$ cat config.mk
export PLATFORM = sky130hd
export DESIGN_NAME = uart_tx_dev_flat
export DESIGN_NICKNAME = d
export VERILOG_FILES = /design/src/rtl/uart_dev_pkg.sv /design/src/rtl/uart_tx_dev_if.sv /design/src/rtl/uart_tx_fifo.sv /design/src/rtl/uart_tx_dev.sv /design/src/flat_wrapper.sv
export SDC_FILE = /design/constraint.sdc
export NUM_CORES = 1
export LEC_CHECK = 0
export CELL_PAD_IN_SITES_DETAIL_PLACEMENT = 1
export CELL_PAD_IN_SITES_GLOBAL_PLACEMENT = 1
export CORE_UTILIZATION = 54
export CTS_CLUSTER_SIZE = 14
export DETAILED_ROUTE_END_ITERATION = 8
export DONT_BUFFER_PORTS = 1
export PLACE_DENSITY_LB_ADDON = 0.1
export SLEW_MARGIN = 30
export SYNTH_ARGS = -nofsm -noshare
export SYNTH_HDL_FRONTEND = slang
export SYNTH_SLANG_ARGS = --single-unit
$ cat constraint.sdc
create_clock -name clk -period 4.5 [get_ports clk]
set_input_delay 0.225 -clock clk [delete_from_list [all_inputs] [get_ports clk]]
set_output_delay 0.225 -clock clk [all_outputs]
set_load 0.01 [all_outputs]
$ cat src/rtl/uart_dev_pkg.sv
// uart_dev_pkg: shared definitions for the memory-mapped UART transmitter.
// Holds the register offsets (Addr[1:0]), STATUS/CTRL bit positions, the
// transmit FSM state type and the bit-period helper.
package uart_dev_pkg;

  localparam logic [1:0] UART_DATA   = 2'd0;
  localparam logic [1:0] UART_STATUS = 2'd1;
  localparam logic [1:0] UART_CTRL   = 2'd2;
  localparam logic [1:0] UART_DIV    = 2'd3;

  localparam int ST_BUSY    = 0;
  localparam int ST_FULL    = 1;
  localparam int ST_EMPTY   = 2;
  localparam int ST_OVF     = 3;
  localparam int ST_CNT_LSB = 4;

  localparam int CTRL_TXEN  = 0;
  localparam int CTRL_IRQEN = 1;

  typedef enum logic [1:0] {
    IDLE  = 2'd0,
    START = 2'd1,
    DATA  = 2'd2,
    STOP  = 2'd3
  } tx_state_e;

  // A programmed period of 0 is treated as 1 cycle per bit.
  function automatic logic [15:0] eff_div(input logic [15:0] div);
    return (div == 16'd0) ? 16'd1 : div;
  endfunction

endpackage

$ cat src/rtl/uart_tx_dev_if.sv
// uart_tx_dev_if: word-addressed register bus between the system bridge
// (master) and the UART transmitter (slave).
//   Addr : word address, only [1:0] decoded by the device
//   WE   : write strobe, sampled on the rising clock edge
//   Din  : write data
//   Dout : read data, combinational from Addr
interface uart_tx_dev_if;
  logic [29:0] Addr;
  logic        WE;
  logic [31:0] Din;
  logic [31:0] Dout;

  modport master (output Addr, output WE, output Din, input Dout);
  modport slave  (input Addr, input WE, input Din, output Dout);
endinterface

$ cat src/rtl/uart_tx_fifo.sv
// uart_tx_fifo: 8-bit synchronous FIFO holding bytes waiting to be sent.
//   clk, reset : clock, asynchronous active-high reset (empties the FIFO)
//   push_i     : write wdata_i; ignored when full unless a pop happens too
//   pop_i      : discard the head entry; ignored when empty
//   rdata_o    : head entry
//   full_o, empty_o, count_o : occupancy
module uart_tx_fifo #(
  parameter int DEPTH = 4
) (
  input  logic                         clk,
  input  logic                         reset,
  input  logic                         push_i,
  input  logic [7:0]                   wdata_i,
  input  logic                         pop_i,
  output logic [7:0]                   rdata_o,
  output logic                         full_o,
  output logic                         empty_o,
  output logic [$clog2(DEPTH+1)-1:0]   count_o
);
  localparam int AW = $clog2(DEPTH);
  localparam int CW = $clog2(DEPTH + 1);

  logic [7:0]    mem_q [DEPTH];
  logic [AW-1:0] wr_ptr_q, wr_ptr_d, rd_ptr_q, rd_ptr_d;
  logic [CW-1:0] count_q, count_d;
  logic          do_push, do_pop;

  assign full_o  = (count_q == CW'(DEPTH));
  assign empty_o = (count_q == '0);
  assign count_o = count_q;
  assign rdata_o = mem_q[rd_ptr_q];

  // A pop frees the slot this same edge, so a push to a full FIFO still fits.
  assign do_pop  = pop_i && !empty_o;
  assign do_push = push_i && (!full_o || do_pop);

  always_comb begin
    wr_ptr_d = do_push ? wr_ptr_q + AW'(1) : wr_ptr_q;
    rd_ptr_d = do_pop  ? rd_ptr_q + AW'(1) : rd_ptr_q;
    count_d  = count_q + CW'(do_push) - CW'(do_pop);
  end

  always_ff @(posedge clk or posedge reset) begin
    if (reset) begin
      wr_ptr_q <= '0;
      rd_ptr_q <= '0;
      count_q  <= '0;
    end else begin
      wr_ptr_q <= wr_ptr_d;
      rd_ptr_q <= rd_ptr_d;
      count_q  <= count_d;
    end
  end

  // Storage needs no reset: entries are only visible through count_q.
  always_ff @(posedge clk) begin
    if (do_push) mem_q[wr_ptr_q] <= wdata_i;
  end

endmodule

$ cat src/rtl/uart_tx_dev.sv
// uart_tx_dev: memory-mapped 8N1 UART transmitter behind the system bridge.
//   clk, reset : clock, asynchronous active-high reset
//   bus        : register bus (DATA/STATUS/CTRL/DIV selected by Addr[1:0])
//   IRQ        : level interrupt, IRQEN & FIFO empty & line idle
//   txd        : serial output, idles high
module uart_tx_dev
  import uart_dev_pkg::*;
#(
  parameter int DEPTH     = 4,
  parameter int DIV_RESET = 16
) (
  input  logic          clk,
  input  logic          reset,
  uart_tx_dev_if.slave  bus,
  output logic          IRQ,
  output logic          txd
);
  localparam int CW = $clog2(DEPTH + 1);

  logic [1:0]    ctrl_q, ctrl_d;
  logic [15:0]   div_q, div_d;
  logic          ovf_q, ovf_d;
  tx_state_e     state_q, state_d;
  logic [7:0]    shift_q, shift_d;
  logic [2:0]    bit_idx_q, bit_idx_d;
  logic [15:0]   timer_q, timer_d;
  logic          txd_q, txd_d;

  logic          push, pop, fifo_full, fifo_empty;
  logic [7:0]    fifo_head;
  logic [CW-1:0] fifo_count;
  logic [7:0]    count8;
  logic          wr_status, wr_ctrl, wr_div;
  logic          bit_end, busy, txen, irqen;
  logic          unused_bits;

  assign unused_bits = ^{bus.Addr[29:2], bus.Din[31:16]};

  assign wr_status = bus.WE && (bus.Addr[1:0] == UART_STATUS);
  assign wr_ctrl   = bus.WE && (bus.Addr[1:0] == UART_CTRL);
  assign wr_div    = bus.WE && (bus.Addr[1:0] == UART_DIV);
  assign push      = bus.WE && (bus.Addr[1:0] == UART_DATA);

  assign txen    = ctrl_q[CTRL_TXEN];
  assign irqen   = ctrl_q[CTRL_IRQEN];
  assign busy    = (state_q != IDLE);
  assign bit_end = (timer_q == 16'd0);
  assign count8  = 8'(fifo_count);
  assign IRQ     = irqen & fifo_empty & ~busy;
  assign txd     = txd_q;

  uart_tx_fifo #(.DEPTH(DEPTH)) u_fifo (
    .clk     (clk),
    .reset   (reset),
    .push_i  (push),
    .wdata_i (bus.Din[7:0]),
    .pop_i   (pop),
    .rdata_o (fifo_head),
    .full_o  (fifo_full),
    .empty_o (fifo_empty),
    .count_o (fifo_count)
  );

  // Register file and read mux
  always_comb begin
    ctrl_d = wr_ctrl ? bus.Din[1:0] : ctrl_q;
    div_d  = wr_div  ? bus.Din[15:0] : div_q;
    ovf_d  = ovf_q;
    if (wr_status)                        ovf_d = 1'b0;
    else if (push && fifo_full && !pop)   ovf_d = 1'b1;
  end

  always_comb begin
    bus.Dout = '0;
    case (bus.Addr[1:0])
      UART_STATUS: begin
        bus.Dout[ST_BUSY]         = busy;
        bus.Dout[ST_FULL]         = fifo_full;
        bus.Dout[ST_EMPTY]        = fifo_empty;
        bus.Dout[ST_OVF]          = ovf_q;
        bus.Dout[ST_CNT_LSB +: 4] = count8[3:0];
      end
      UART_CTRL: bus.Dout[1:0]  = ctrl_q;
      UART_DIV:  bus.Dout[15:0] = div_q;
      default:   bus.Dout = '0;
    endcase
  end

  always_ff @(posedge clk or posedge reset) begin
    if (reset) begin
      ctrl_q <= '0;
      div_q  <= 16'(DIV_RESET);
      ovf_q  <= 1'b0;
    end else begin
      ctrl_q <= ctrl_d;
      div_q  <= div_d;
      ovf_q  <= ovf_d;
    end
  end

  // Transmit FSM: state register
  always_ff @(posedge clk or posedge reset) begin
    if (reset) state_q <= IDLE;
    else       state_q <= state_d;
  end

  // Transmit FSM: next state
  always_comb begin
    state_d = state_q;
    case (state_q)
      IDLE:    if (pop) state_d = START;
      START:   if (bit_end) state_d = DATA;
      DATA:    if (bit_end && (bit_idx_q == 3'd7)) state_d = STOP;
      STOP:    if (bit_end) state_d = pop ? START : IDLE;
      default: state_d = IDLE;
    endcase
  end

  // Transmit FSM: outputs. txd is registered from the next state so it
  // changes on the same edge as the state and never glitches.
  always_comb begin
    pop = txen && !fifo_empty &&
          ((state_q == IDLE) || ((state_q == STOP) && bit_end));
    case (state_d)
      START:   txd_d = 1'b0;
      DATA:    txd_d = shift_d[0];
      default: txd_d = 1'b1;
    endcase
  end

  // Bit timer, shift register, bit index. The timer reloads from DIV only
  // at a bit start, so a DIV write never alters the bit in flight.
  always_comb begin
    timer_d   = timer_q;
    shift_d   = shift_q;
    bit_idx_d = bit_idx_q;
    if (state_q == IDLE) begin
      if (pop) timer_d = eff_div(div_q) - 16'd1;
    end else if (bit_end) begin
      timer_d = eff_div(div_q) - 16'd1;
    end else begin
      timer_d = timer_q - 16'd1;
    end
    if (pop) begin
      shift_d = fifo_head;
    end else if ((state_q == DATA) && bit_end) begin
      shift_d   = shift_q >> 1;
      bit_idx_d = bit_idx_q + 3'd1;
    end
  end

  always_ff @(posedge clk or posedge reset) begin
    if (reset) begin
      timer_q   <= '0;
      shift_q   <= '0;
      bit_idx_q <= '0;
      txd_q     <= 1'b1;
    end else begin
      timer_q   <= timer_d;
      shift_q   <= shift_d;
      bit_idx_q <= bit_idx_d;
      txd_q     <= txd_d;
    end
  end

endmodule

$ cat src/flat_wrapper.sv
// flat-port wrapper written by rule: the top's interface ports become plain ports
module uart_tx_dev_flat import uart_dev_pkg::*;
#(
  parameter int DEPTH     = 4,
  parameter int DIV_RESET = 16
)
  (clk, reset, IRQ, txd, bus_Addr, bus_WE, bus_Din, bus_Dout);
  uart_tx_dev_if bus_i ();
  input  logic clk;
  input  logic reset;
  output logic IRQ;
  output logic txd;
  input wire logic [$bits(bus_i.Addr)-1:0] bus_Addr;
  input wire logic [$bits(bus_i.WE)-1:0] bus_WE;
  input wire logic [$bits(bus_i.Din)-1:0] bus_Din;
  output wire logic [$bits(bus_i.Dout)-1:0] bus_Dout;
  assign bus_i.Addr = bus_Addr;
  assign bus_i.WE = bus_WE;
  assign bus_i.Din = bus_Din;
  assign bus_Dout = bus_i.Dout;
  uart_tx_dev #(.DEPTH(DEPTH), .DIV_RESET(DIV_RESET)) u_core (.clk(clk), .reset(reset), .bus(bus_i), .IRQ(IRQ), .txd(txd));
endmodule
==> results.py <==
metrics = {
    "global_routing": {
        "grt_max_degree": 57,
        "grt_usage_pct": 27.32,
        "grt_antenna_before_repair": 0,
        "grt.overflow.total": 0,
        "grt_pass1_wl_mm": 18.00,
        "first_global_vias": 3310,
    },
    "final_layout": {
        "fin_cells": 526,
        "multi_input_area_um2": 2118,
        "utilization_pct": 61.36,
        "num_antenna_cells": 0,
        "area_delta_synth_final_pct": 9.262,
        "seq_area_um2": 2365,
        "mostFrequentLayoutCells": "54 x dfrtp_1, 32 x edfxtp_1, 28 x nand2_1",
        "final_common_cell": "dfrtp_1",
        "final_layout_size_suffix_gt1_share_pct": 15.20,
        "fillers": 843,
        "finish.net_count": 492,
        "final_area_um2": 5092,
    },
    "cts": {
        "clockBufferDepth": 2,
        "post-cts-setup-buffer-count": 0,
        "clkLatencyLatePin_ns": 0.37,
        "cts_htree_levels": 3,
        "cts_tree": "built",
        "clk_pin_slew_ns": 0.10,
        "cts_sinks": 88,
        "cts_root_buffer": "clkbuf_8",
        "cts_made_buffers": 9,
    },
    "worst_hold_path": {
        "min_to": "u_core.div_q[2]",
        "min-delay-start": "bus_Din[2]",
        "min_path_cells": 1,
        "hp-class": "in -> reg",
    },
    "die": {
        "start_util_pct": 56.16,
        "die-area_um2": 9006,
        "die_w_um": 94.90,
        "core_um2": 8299,
        "rows": 33,
        "ioPinCount": 99,
        "die_h_um": 94.90,
    },
    "yosys": {
        "synthCells": 403,
        "syn-cell-area_um2": 4661,
        "synthDistinctLibCells": 63,
        "synth-seq-cells": 88,
        "yosys_most_used_dff": "dfrtp_1",
        "synthArstFlopShare_pct": 63.64,
        "syn_avg_cell_area_um2": 11.57,
        "yosys_warnings": 0,
        "synth_edf_count": 32,
        "seq_area_frac_synth_pct": 50.74,
    },
    "detailed_routing": {
        "ant_nets": 0,
        "first_iter_violations": 140,
        "drc": 0,
        "routed_wl_mm": 11.41,
        "vias": 3288,
        "wl_per_cell_um": 21.68,
        "vias_per_cell": 6.251,
        "drt_pass1_iterations": 5,
    },
    "worst_setup_path": {
        "cp_max_fo": 7,
        "path_class": "reg -> reg",
        "regToRegEndpoint": "u_core.u_fifo.count_o[2]",
        "cp.required_ns": 4.79,
        "crit_path_start_kind": "flop",
        "worstPathArrival_ns": 3.85,
        "r2r_setup_slack_ns": 0.94,
        "timing.rr.start": "u_core.timer_q[0]",
        "r2r_cells": 13,
        "end_kind": "flop",
    },
    "power": {
        "intPower_w": 0.001713,
        "vdd_drop_max_v": 0.0002983,
        "pwr-share-clk_pct": 21.1,
        "seq_power_share_pct": 47.5,
        "combPwrFrac_pct": 31.3,
        "p_sw_share_pct": 39.27,
        "leakage_nw": 2.008,
        "p_per_area_nw_per_um2": 553.7,
        "p_switching_w": 0.001107,
    },
    "sta": {
        "max_freq_mhz": 281.0,
        "finalHoldViolCount": 0,
        "rsz0062_at_grt": "false",
        "period_minus_slack_ns": 3.559,
        "drv_slew": 0,
        "period_share_pct": 79.09,
        "setup_viol": 0,
        "worst_pin_slew_ns": 0.8176,
        "fin_skew_ns": 0.01238,
        "relSlewSlack_pct": 45.34,
        "finalSetupTns_ns": 0,
    },
    "place": {
        "gp_congestion": 0.8793,
        "placed_cell_area_um2": 4683,
        "hpwl_mm": 7.488,
        "dp_cells": 491,
        "portBuffers": 0,
    },
    "job": {
        "maxCapViolCount": 0,
    },
    "outcome": {
        "status": "complete, no violations",
    },
}
==> worst max-delay path by stage <==
stage                            from                       end  slack, ns  cells after the start
floorplan           u_core.timer_q[0]  u_core.u_fifo.count_o[2]       1.47                     13
global placement    u_core.timer_q[0]  u_core.u_fifo.count_o[2]       1.12                     13
detailed placement  u_core.timer_q[0]  u_core.u_fifo.count_o[2]       0.99                     13
CTS                 u_core.timer_q[0]  u_core.u_fifo.count_o[2]       0.95                     13
global route        u_core.timer_q[0]  u_core.u_fifo.count_o[2]       0.66                     13
finish              u_core.timer_q[0]  u_core.u_fifo.count_o[2]       0.94                     13
==> final cells by class <==
cell class                      count  area share, %
Clock inverter                      7          1.744
Multi-Input combinational cell    281          41.60
Clock buffer                        9          2.432
Tap cell                          105          2.580
Sequential cell                    88          46.44
Timing Repair Buffer               22          4.177
Inverter                           14          1.032
==> metrics by stage <==
step,hold WS [ns],total power [W],worst slack [ns]
final,0.01235,0.002820,0.9411
after global routing,0.0006206,0.002980,0.6560
after CTS,0.006552,0.002815,0.9491
after detailed placement,0.3175,0.002193,0.9870
after global placement,0.3195,0.002126,1.124
after floorplan,0.3239,0.001949,1.469
==> synth_stat cells (4+ instances only) <==
cell type	number	share of area, %
a21oi_1	14	1.5
a31oi_1	4	0.54
and2_1	5	0.67
and3_1	12	1.6
buf_4	16	2.6
clkbuf_1	15	1.2
dfrtp_1	54	29
edfxtp_1	32	21
ha_1	10	2.7
inv_1	14	1.1
mux2_2	22	5.3
mux2i_1	12	2.6
mux4_2	8	3.9
nand2_1	28	2.3
nand3_1	7	0.75
nand4_1	5	0.67
nor2_1	15	1.2
nor2b_1	7	0.94
nor3_1	14	1.5
nor3b_1	6	0.97
nor4_1	4	0.54
o21ai_0	24	2.6
o31ai_1	4	0.64
xnor2_1	14	2.6
==> cell families after synthesis <==
| kind of cell | synth area share (%) |
|---|---|
| buf+inv | 5.262 |
| compound gates | 10.58 |
| other cells | 0.08046 |
| fa+ha+maj | 3.114 |
| xor+xnor | 3.195 |
| simple gates | 14.95 |
| mux | 12.08 |
| flops | 50.74 |
==> metal layers <==
layer | wire length [µm] | share of wire [%] | track usage [%]
met2 | 5325 | 47 | 42.45
met5 | 0 | 0 | 0
met3 | 652 | 5.7 | 5.556
met1 | 5262 | 46 | 39.01
met4 | 164 | 1.4 | 7.449
==> sequential cells by signal, indices dropped and copies added (netlist names) <==
name	count
u_core.txd	1
u_core.div_q	16
u_core.timer_q	16
u_core.u_fifo.rd_ptr_q	2
u_core.state_q	2
u_core.ctrl_q	2
u_core.shift_q	8
u_core.ovf_q	1
u_core.u_fifo.mem_q	32
u_core.u_fifo.wr_ptr_q	2
u_core.u_fifo.count_o	3
u_core.bit_idx_q	3
==> critical path, cell delays in order, from the launching register on <==
cell       delay, ns
dfrtp_1         0.44
inv_1           0.08
ha_1            0.21
nor4b_4         0.40
nand4_2         0.20
o21a_2          0.33
a2111oi_4       0.57
inv_1           0.12
ha_1            0.33
inv_1           0.07
ha_1            0.13
inv_1           0.05
fa_1            0.37
xnor2_1         0.19
==> power groups by stage <==
stage / clock [W] / sequential (W) / combinational [W]
2_1_floorplan: 0 / 0.00121 / 0.000743
3_3_place_gp: 0 / 0.00133 / 0.000800
3_5_place_dp: 0 / 0.00135 / 0.000847
4_1_cts: 0.000603 / 0.00133 / 0.000882
5_1_grt: 0.000631 / 0.00137 / 0.000979
6_report: 0.000596 / 0.00134 / 0.000884
==> repair_timing <==
action / in CTS / in global routing
hold buffers: 19 / 0
hold endpoints to repair: 103 / 0
resized for setup: 0 / 0
(Power assumes the default switching activity.)
